--- src/rtl/adq_pkg.sv ---
// Shared types and default parameters for the adq_seq_ctrl multi-channel ADC sequencer.
package adq_pkg;

  typedef enum logic [2:0] {IDLE, CONV, WAIT, WR, ADV, DONE} adq_state_t;

  localparam int N_CH_DEF        = 4;
  localparam int ADC_W_DEF       = 8;
  localparam int ADDR_W_DEF      = 4;
  localparam int SCAN_W_DEF      = 4;
  localparam int EOC_TIMEOUT_DEF = 15;

endpackage

--- src/rtl/adq_seq_ctrl_if.sv ---
// Bus between the ADQ sequencer, the ADC front end and sample RAM.
// ch_mask exists only when ADQ_CH_MASK_EN is defined.
interface adq_seq_ctrl_if
  import adq_pkg::*;
#(
  parameter int N_CH   = N_CH_DEF,
  parameter int ADC_W  = ADC_W_DEF,
  parameter int ADDR_W = ADDR_W_DEF,
  parameter int SCAN_W = SCAN_W_DEF
) ();
  localparam int CH_W = $clog2(N_CH);

  // init is a request honoured only when the sequencer is idle; eoc is an
  // acknowledge honoured only while waiting. Outside those states both are ignored.
  logic              init;
  logic [SCAN_W-1:0] n_scans;
  logic [ADDR_W-1:0] base_addr;
  logic              dir;
`ifdef ADQ_CH_MASK_EN
  logic [N_CH-1:0]   ch_mask;
`endif
  logic              eoc;
  logic [ADC_W-1:0]  adc_data;
  logic              sc;
  logic [CH_W-1:0]   ch_sel;
  logic              cs;
  logic              w;
  logic [ADDR_W-1:0] mem_addr;
  logic [ADC_W-1:0]  mem_data;
  logic              busy;
  logic              ack;
  logic              err;
  adq_state_t        state;

  modport master (
    input  init, n_scans, base_addr, dir, eoc, adc_data,
`ifdef ADQ_CH_MASK_EN
    input  ch_mask,
`endif
    output sc, ch_sel, cs, w, mem_addr, mem_data, busy, ack, err, state
  );

  modport slave (
    output init, n_scans, base_addr, dir, eoc, adc_data,
`ifdef ADQ_CH_MASK_EN
    output ch_mask,
`endif
    input  sc, ch_sel, cs, w, mem_addr, mem_data, busy, ack, err, state
  );

endinterface

--- src/rtl/adq_addr_cnt.sv ---
// Loadable up/down address counter; wraps silently modulo 2**ADDR_W.
module adq_addr_cnt #(
  parameter int ADDR_W = 4
) (
  input  logic              clk,
  input  logic              rst,
  input  logic              i_load,
  input  logic              i_en,
  input  logic              i_dir,
  input  logic [ADDR_W-1:0] i_d,
  output logic [ADDR_W-1:0] o_q
);
  logic [ADDR_W-1:0] r_q;

  always_ff @(posedge clk or posedge rst) begin
    if (rst)         r_q <= '0;
    else if (i_load) r_q <= i_d;
    else if (i_en)   r_q <= i_dir ? r_q + ADDR_W'(1) : r_q - ADDR_W'(1);
  end

  assign o_q = r_q;

endmodule

--- src/rtl/adq_seq_ctrl.sv ---
// Multi-channel ADC acquisition sequencer: bursts of scans, sc/eoc per sample, cs/w to RAM.
// Optional channel mask enabled by defining ADQ_CH_MASK_EN.
module adq_seq_ctrl
  import adq_pkg::*;
#(
  parameter int N_CH        = N_CH_DEF,
  parameter int ADC_W       = ADC_W_DEF,
  parameter int ADDR_W      = ADDR_W_DEF,
  parameter int SCAN_W      = SCAN_W_DEF,
  parameter int EOC_TIMEOUT = EOC_TIMEOUT_DEF
) (
  input logic           clk,
  input logic           rst,
  adq_seq_ctrl_if.master bus
);
  localparam int CH_W  = $clog2(N_CH);
  localparam int TMR_W = $clog2(EOC_TIMEOUT + 1);

  adq_state_t        r_state;
  logic [CH_W-1:0]   r_ch;
  logic [SCAN_W-1:0] r_scan;
  logic [SCAN_W-1:0] r_nscans;
  logic              r_dir;
  logic [N_CH-1:0]   r_mask;
  logic [TMR_W-1:0]  r_timer;
  logic [ADC_W-1:0]  r_data;
  logic              r_err;

  logic [N_CH-1:0]   w_mask_in;
  logic              w_any;
  logic [CH_W-1:0]   w_first;
  logic [CH_W-1:0]   w_rfirst;
  logic [CH_W-1:0]   w_next;
  logic              w_has_next;
  logic [SCAN_W-1:0] w_scan_inc;
  logic              w_load;
  logic              w_adv;
  logic [ADDR_W-1:0] w_addr;

`ifdef ADQ_CH_MASK_EN
  assign w_mask_in = bus.ch_mask;
`else
  assign w_mask_in = '1;
`endif

  // Lowest set bit of the incoming mask (for IDLE) and of the latched mask (scan wrap);
  // lowest set bit above the current channel (in-scan advance).
  always_comb begin
    w_any      = |w_mask_in;
    w_first    = '0;
    w_rfirst   = '0;
    w_next     = '0;
    w_has_next = 1'b0;
    for (int i = N_CH - 1; i >= 0; i--) begin
      if (w_mask_in[i]) w_first = CH_W'(i);
      if (r_mask[i])    w_rfirst = CH_W'(i);
      if (r_mask[i] && (i > int'(r_ch))) begin
        w_next     = CH_W'(i);
        w_has_next = 1'b1;
      end
    end
  end

  assign w_scan_inc = r_scan + SCAN_W'(1);
  assign w_load     = (r_state == IDLE) && bus.init;
  assign w_adv      = (r_state == ADV);

  adq_addr_cnt #(.ADDR_W(ADDR_W)) u_addr_cnt (
    .clk    (clk),
    .rst    (rst),
    .i_load (w_load),
    .i_en   (w_adv),
    .i_dir  (r_dir),
    .i_d    (bus.base_addr),
    .o_q    (w_addr)
  );

  always_ff @(posedge clk or posedge rst) begin
    if (rst) begin
      r_state  <= IDLE;
      r_ch     <= '0;
      r_scan   <= '0;
      r_nscans <= '0;
      r_dir    <= 1'b0;
      r_mask   <= '0;
      r_timer  <= '0;
      r_data   <= '0;
      r_err    <= 1'b0;
    end else begin
      case (r_state)
        IDLE: if (bus.init) begin
          r_nscans <= bus.n_scans;
          r_dir    <= bus.dir;
          r_mask   <= w_mask_in;
          r_ch     <= w_first;
          r_scan   <= '0;
          r_err    <= 1'b0;
          r_state  <= ((bus.n_scans == '0) || !w_any) ? DONE : CONV;
        end
        CONV: begin
          r_timer <= '0;
          r_state <= WAIT;
        end
        WAIT: begin
          if (bus.eoc) begin
            r_data  <= bus.adc_data;
            r_state <= WR;
          end else if (r_timer == TMR_W'(EOC_TIMEOUT - 1)) begin
            r_err   <= 1'b1;
            r_state <= DONE;
          end else begin
            r_timer <= r_timer + TMR_W'(1);
          end
        end
        WR: r_state <= ADV;
        ADV: begin
          if (w_has_next) begin
            r_ch    <= w_next;
            r_state <= CONV;
          end else begin
            r_ch    <= w_rfirst;
            r_scan  <= w_scan_inc;
            r_state <= (w_scan_inc == r_nscans) ? DONE : CONV;
          end
        end
        DONE: begin
          r_ch    <= '0;
          r_state <= IDLE;
        end
        default: r_state <= IDLE;
      endcase
    end
  end

  assign bus.sc       = (r_state == CONV);
  assign bus.ch_sel   = r_ch;
  assign bus.cs       = (r_state == WR);
  assign bus.w        = (r_state == WR);
  assign bus.mem_addr = w_addr;
  assign bus.mem_data = r_data;
  assign bus.busy     = (r_state != IDLE);
  assign bus.ack      = (r_state == DONE);
  assign bus.err      = r_err;
  assign bus.state    = r_state;

endmodule

--- src/flat_wrapper.sv ---
// flat-port wrapper written by rule: the top's interface ports become plain ports
module adq_seq_ctrl_flat import adq_pkg::*;
#(
  parameter int N_CH        = N_CH_DEF,
  parameter int ADC_W       = ADC_W_DEF,
  parameter int ADDR_W      = ADDR_W_DEF,
  parameter int SCAN_W      = SCAN_W_DEF,
  parameter int EOC_TIMEOUT = EOC_TIMEOUT_DEF
)
  (clk, rst, bus_init, bus_n_scans, bus_base_addr, bus_dir, bus_eoc, bus_adc_data, bus_sc, bus_ch_sel, bus_cs, bus_w, bus_mem_addr, bus_mem_data, bus_busy, bus_ack, bus_err, bus_state);
  adq_seq_ctrl_if #(.N_CH(N_CH), .ADC_W(ADC_W), .ADDR_W(ADDR_W), .SCAN_W(SCAN_W)) bus_i ();
  input logic clk;
  input logic rst;
  input wire logic [$bits(bus_i.init)-1:0] bus_init;
  input wire logic [$bits(bus_i.n_scans)-1:0] bus_n_scans;
  input wire logic [$bits(bus_i.base_addr)-1:0] bus_base_addr;
  input wire logic [$bits(bus_i.dir)-1:0] bus_dir;
  input wire logic [$bits(bus_i.eoc)-1:0] bus_eoc;
  input wire logic [$bits(bus_i.adc_data)-1:0] bus_adc_data;
  output wire logic [$bits(bus_i.sc)-1:0] bus_sc;
  output wire logic [$bits(bus_i.ch_sel)-1:0] bus_ch_sel;
  output wire logic [$bits(bus_i.cs)-1:0] bus_cs;
  output wire logic [$bits(bus_i.w)-1:0] bus_w;
  output wire logic [$bits(bus_i.mem_addr)-1:0] bus_mem_addr;
  output wire logic [$bits(bus_i.mem_data)-1:0] bus_mem_data;
  output wire logic [$bits(bus_i.busy)-1:0] bus_busy;
  output wire logic [$bits(bus_i.ack)-1:0] bus_ack;
  output wire logic [$bits(bus_i.err)-1:0] bus_err;
  output wire logic [$bits(bus_i.state)-1:0] bus_state;
  assign bus_i.init = bus_init;
  assign bus_i.n_scans = bus_n_scans;
  assign bus_i.base_addr = bus_base_addr;
  assign bus_i.dir = bus_dir;
  assign bus_i.eoc = bus_eoc;
  assign bus_i.adc_data = bus_adc_data;
  assign bus_sc = bus_i.sc;
  assign bus_ch_sel = bus_i.ch_sel;
  assign bus_cs = bus_i.cs;
  assign bus_w = bus_i.w;
  assign bus_mem_addr = bus_i.mem_addr;
  assign bus_mem_data = bus_i.mem_data;
  assign bus_busy = bus_i.busy;
  assign bus_ack = bus_i.ack;
  assign bus_err = bus_i.err;
  assign bus_state = bus_i.state;
  adq_seq_ctrl #(.N_CH(N_CH), .ADC_W(ADC_W), .ADDR_W(ADDR_W), .SCAN_W(SCAN_W), .EOC_TIMEOUT(EOC_TIMEOUT)) u_core (.clk(clk), .rst(rst), .bus(bus_i));
endmodule
--- config.mk ---
export PLATFORM = sky130hd
export DESIGN_NAME = adq_seq_ctrl_flat
export DESIGN_NICKNAME = d
export VERILOG_FILES = /design/src/rtl/adq_pkg.sv /design/src/rtl/adq_seq_ctrl_if.sv /design/src/rtl/adq_addr_cnt.sv /design/src/rtl/adq_seq_ctrl.sv /design/src/flat_wrapper.sv
export SDC_FILE = /design/constraint.sdc
export NUM_CORES = 1
export LEC_CHECK = 0
export CORE_UTILIZATION = 48
export DETAILED_ROUTE_END_ITERATION = 8
export GPL_ROUTABILITY_DRIVEN = 0
export HOLD_SLACK_MARGIN = 0.03
export PLACE_DENSITY = 0.79
export SLEW_MARGIN = 10
export SYNTH_ARGS = -nofsm -noshare
export SYNTH_HDL_FRONTEND = slang
export SYNTH_SLANG_ARGS = --single-unit
--- constraint.sdc ---
create_clock -name clk -period 1.9 [get_ports clk]
set_input_delay 0.19 -clock clk [delete_from_list [all_inputs] [get_ports clk]]
set_output_delay 0.19 -clock clk [all_outputs]
set_load 0.02 [all_outputs]
==> metrics.md <==
| Metric | Value |
|---|---|
| Outcome | complete, no violations |
| Leading post-synthesis cells by cell area | dfrtp_1, mux2_2, ha_1 |
| EDFF count, synth | 0 |
| Post-Layout Cell Count | 246 |
| First-pass GRT wire length | 5800 um |
| Slew HR | 73.6% |
| Final worst-path cycle share | 95.7% |
| Post-synth top cells | dfrtp_1, mux2_2, nand2_1, nor2_1, o21ai_0 |
| Routed len/inst | 14.8 um |
| Setup Skew | 0.00783 ns |
| IO Port Bufs | 43 |
| Mapped Nets | 179 |
| Final wirelength | 3630 um |
| Net count of the finished layout | 228 |
| IO Count | 44 |
| Number of fill cells | 265 |
| CTS buffer count | 5 |
| CP max stage delay | 0.50 ns |
| Max Slew Vio Count | 0 |
| Fin crit period | 1.82 ns |
| Vias/cell | 5.22 |
| Pwr Density | 1540 nW/um^2 |
| CTS tree | yes |
| Share of cells above drive strength 1 | 17.3% |
| Worst Setup Start Kind | register |
| Die Ht | 60.8 um |
| Die area | 3700 sq um |
| CTS root buffer | clkbuf_4 |
| Setup bufs post-CTS | 0 |
| Global-route usage over all layers | 22.6% |
| Row count | 20 |
| Worst-path cell chain | or3_4, dlygate4sd2_1 |
| Final ANT Viol Nets | 0 |
| Max cap viols | 0 |
| Number of buffers on the longest clock path | 2 |
| Max rail drop VDD | 0.863 mV |
| Area growth syn-to-layout | 33.1% |
| Residual DRC | 0 |
| Unrepaired setup endpoints after global routing | false |
| Cells after Synth | 152 |
| Ant. Diodes | 0 |
| Worst Path Arrival | 1.63 ns |
| DP Area | 2140 sq um |
| Least-Margin Pin Slew | 0.387 ns |
| Fmax | 0.550 GHz |
| Tot Pwr | 3400 uW |
| Syn_area_per_cell | 10.9 sq um |
| CP startpoint | u_core.bus.state[0]$_DFFE_PP0P_ |
| Seq/Total Area, Yosys | 48.2% |
| Hold_buf cts | 0 |
| Die extent in x | 60.8 um |
| Top-count cell post-synth | dfrtp_1 |
| DR iter-0 viols | 65 |
| Sink Count | 32 |
| Detailed Routing Iterations Pass 1 | 4 |
| Hold Crit Class | input port to asynchronous set/reset pin |
| Clk Latency, worst-skew pair | 0.35 ns |
| Vias in the first global route | 1281 |
| Sequential cell area | 802 sq um |
| Ys Warns | 0 |
| Yosys top cell area share | 48.2% |
| Final number of hold-violating endpoints | 0 |
| CP endpoint kind | primary output |
| Area of the core | 3180 sq um |
| Reg-to-reg critical path startpoint | u_core.bus.state[1]$_DFFE_PP0P_ |
| Final setup violation count | 0 |
| Number of H-tree levels | 2 |
| Mapped Area | 1660 sq um |
| Vias | 1284 |
| Cell accounting for the most synthesized area | dfrtp_1 |
| GR Overflow Total | 0 |
| Post-layout instance area | 2210 sq um |
| Post-synth cell types | 39 |
| Async SR Flop Fraction | 100% |
| Critical path's slowest cell | dfrtp_2 |
| DP Wirelength | 2750 um |
| Initial antenna violation count | 0 |
| Largest net degree at the start of global routing | 33 |
| Req. time, crit path | 1.71 ns |
| Footprint of the multi-input gates | 790 sq um |
| Placed Cells | 238 |
| Commonest register cell after synthesis | dfrtp_1 |
| Worst-path fanout max | 12 |
| P_leak | 0.000974 uW |
| Setup Total Neg Slack | 0 ns |
| Crit Path Class | register to primary output |
| Clk slew on worst S/H paths | 0.11 ns |
| Yosys reg bits | 32 |
| Initial Util | 52.3% |
-- cell type report --
class	count	area share (%)
tap	44	2.49
clock inverter	3	1.92
multi-input combinational	108	35.7
timing repair buffer	48	20.9
clock buffer	5	1.70
inverter	6	1.02
sequential	32	36.3
-- per-layer routing --
layer  GRT usage [%]  share of wire [%]  vias up
li1                -                  -      627
met1            26.6                 42      620
met2            38.0                 52       33
met3            7.25                4.6        4
met4            9.74                1.3        0
met5               0                  0        -
-- registers in the layout, summed over array words and instances (netlist names) --
register and cells:
u_core.u_addr_cnt.o_q 4, u_core.bus.mem_data 8, u_core.bus.ch_sel 2, u_core.r_scan 4
u_core.r_timer 4, u_core.bus.err 1, u_core.r_nscans 4, u_core.r_dir 1
u_core.r_mask 1, u_core.bus.state 3
-- final timing paths --
check	endpoint	slack [ns]	cells past startpoint
worst min register to register	u_core.bus.mem_data[0]$_DFFE_PP0P_	0.52	1
worst min-delay path	u_core.r_mask[0]$_DFFE_PP0P_	0.21	3
worst max-delay path	bus_busy	0.08	2
max in group asynchronous	u_core.bus.state[0]$_DFFE_PP0P_	1.39	3
worst max register to register	u_core.r_scan[3]$_DFFE_PP0P_	0.15	6
min in group clk	u_core.r_dir$_DFFE_PP0P_	0.41	3
-- critical path: cells and delay by family, from the launching register on --
kind                   cells  cell delay (ns)
AND/OR/NAND/NOR            1             0.45
flip-flops                 1             0.50
buffers and inverters      1             0.34
-- cell usage in the layout, fill, tap and decap left out, types with 2 or more instances in the layout --
cell type        count
nor2b_1              2
and3_1               2
clkdlybuf4s50_1     38
nor2_1              11
buf_4                5
a221o_1              2
o21ai_1              4
a21oi_1              5
a21o_1               2
nand3_1              7
xor2_1               5
ha_1                 5
dlygate4sd2_1        4
nand2b_1             3
dfrtp_1             31
o31ai_1              2
mux2_2              12
inv_1                6
and2_1               2
nand2_1             11
o21ai_0             10
clkbuf_4             5
xnor2_1              5
-- kinds of logic (layout without fill, tap and decap cells) --
kind of cell               count (synthesis)  count (layout)  synth area share (%)
AOI/OAI and AO/OA                         30              30                  11.5
adders and majority gates                  6               6                  4.97
and+or+nand+nor                           50              50                  17.6
muxes                                     12              12                  8.13
DFF                                       32              32                  48.2
buffers and inverters                     12              62                  4.29
xor gates and xnor gates                  10              10                  5.27
-- power by group --
part / internal, uW / switching [uW]
logic: 849 / 850
registers: 933 / 238
clock network: 274 / 252
-- what timing repair did --
| action | in CTS | in global routing |
|---|---|---|
| setup endpoints to repair | 5 | 1 |
| endpoints found under the hold margin | 0 | 0 |
| gates resized for setup | 6 | 1 |
-- stage by stage --
step	hold slack [ns]	utilization, %	setup WS (ns)
6_report	0.210	69.6	0.0808
5_1_grt	0.239	69.6	0.00549
4_1_cts	0.221	69.6	0.0654
3_5_place_dp	0.497	67.2	0.121
3_3_place_gp	0.483	67.2	0.198
2_1_floorplan	0.306	-	0.134
Note: power is estimated with default switching activity, not from simulation.
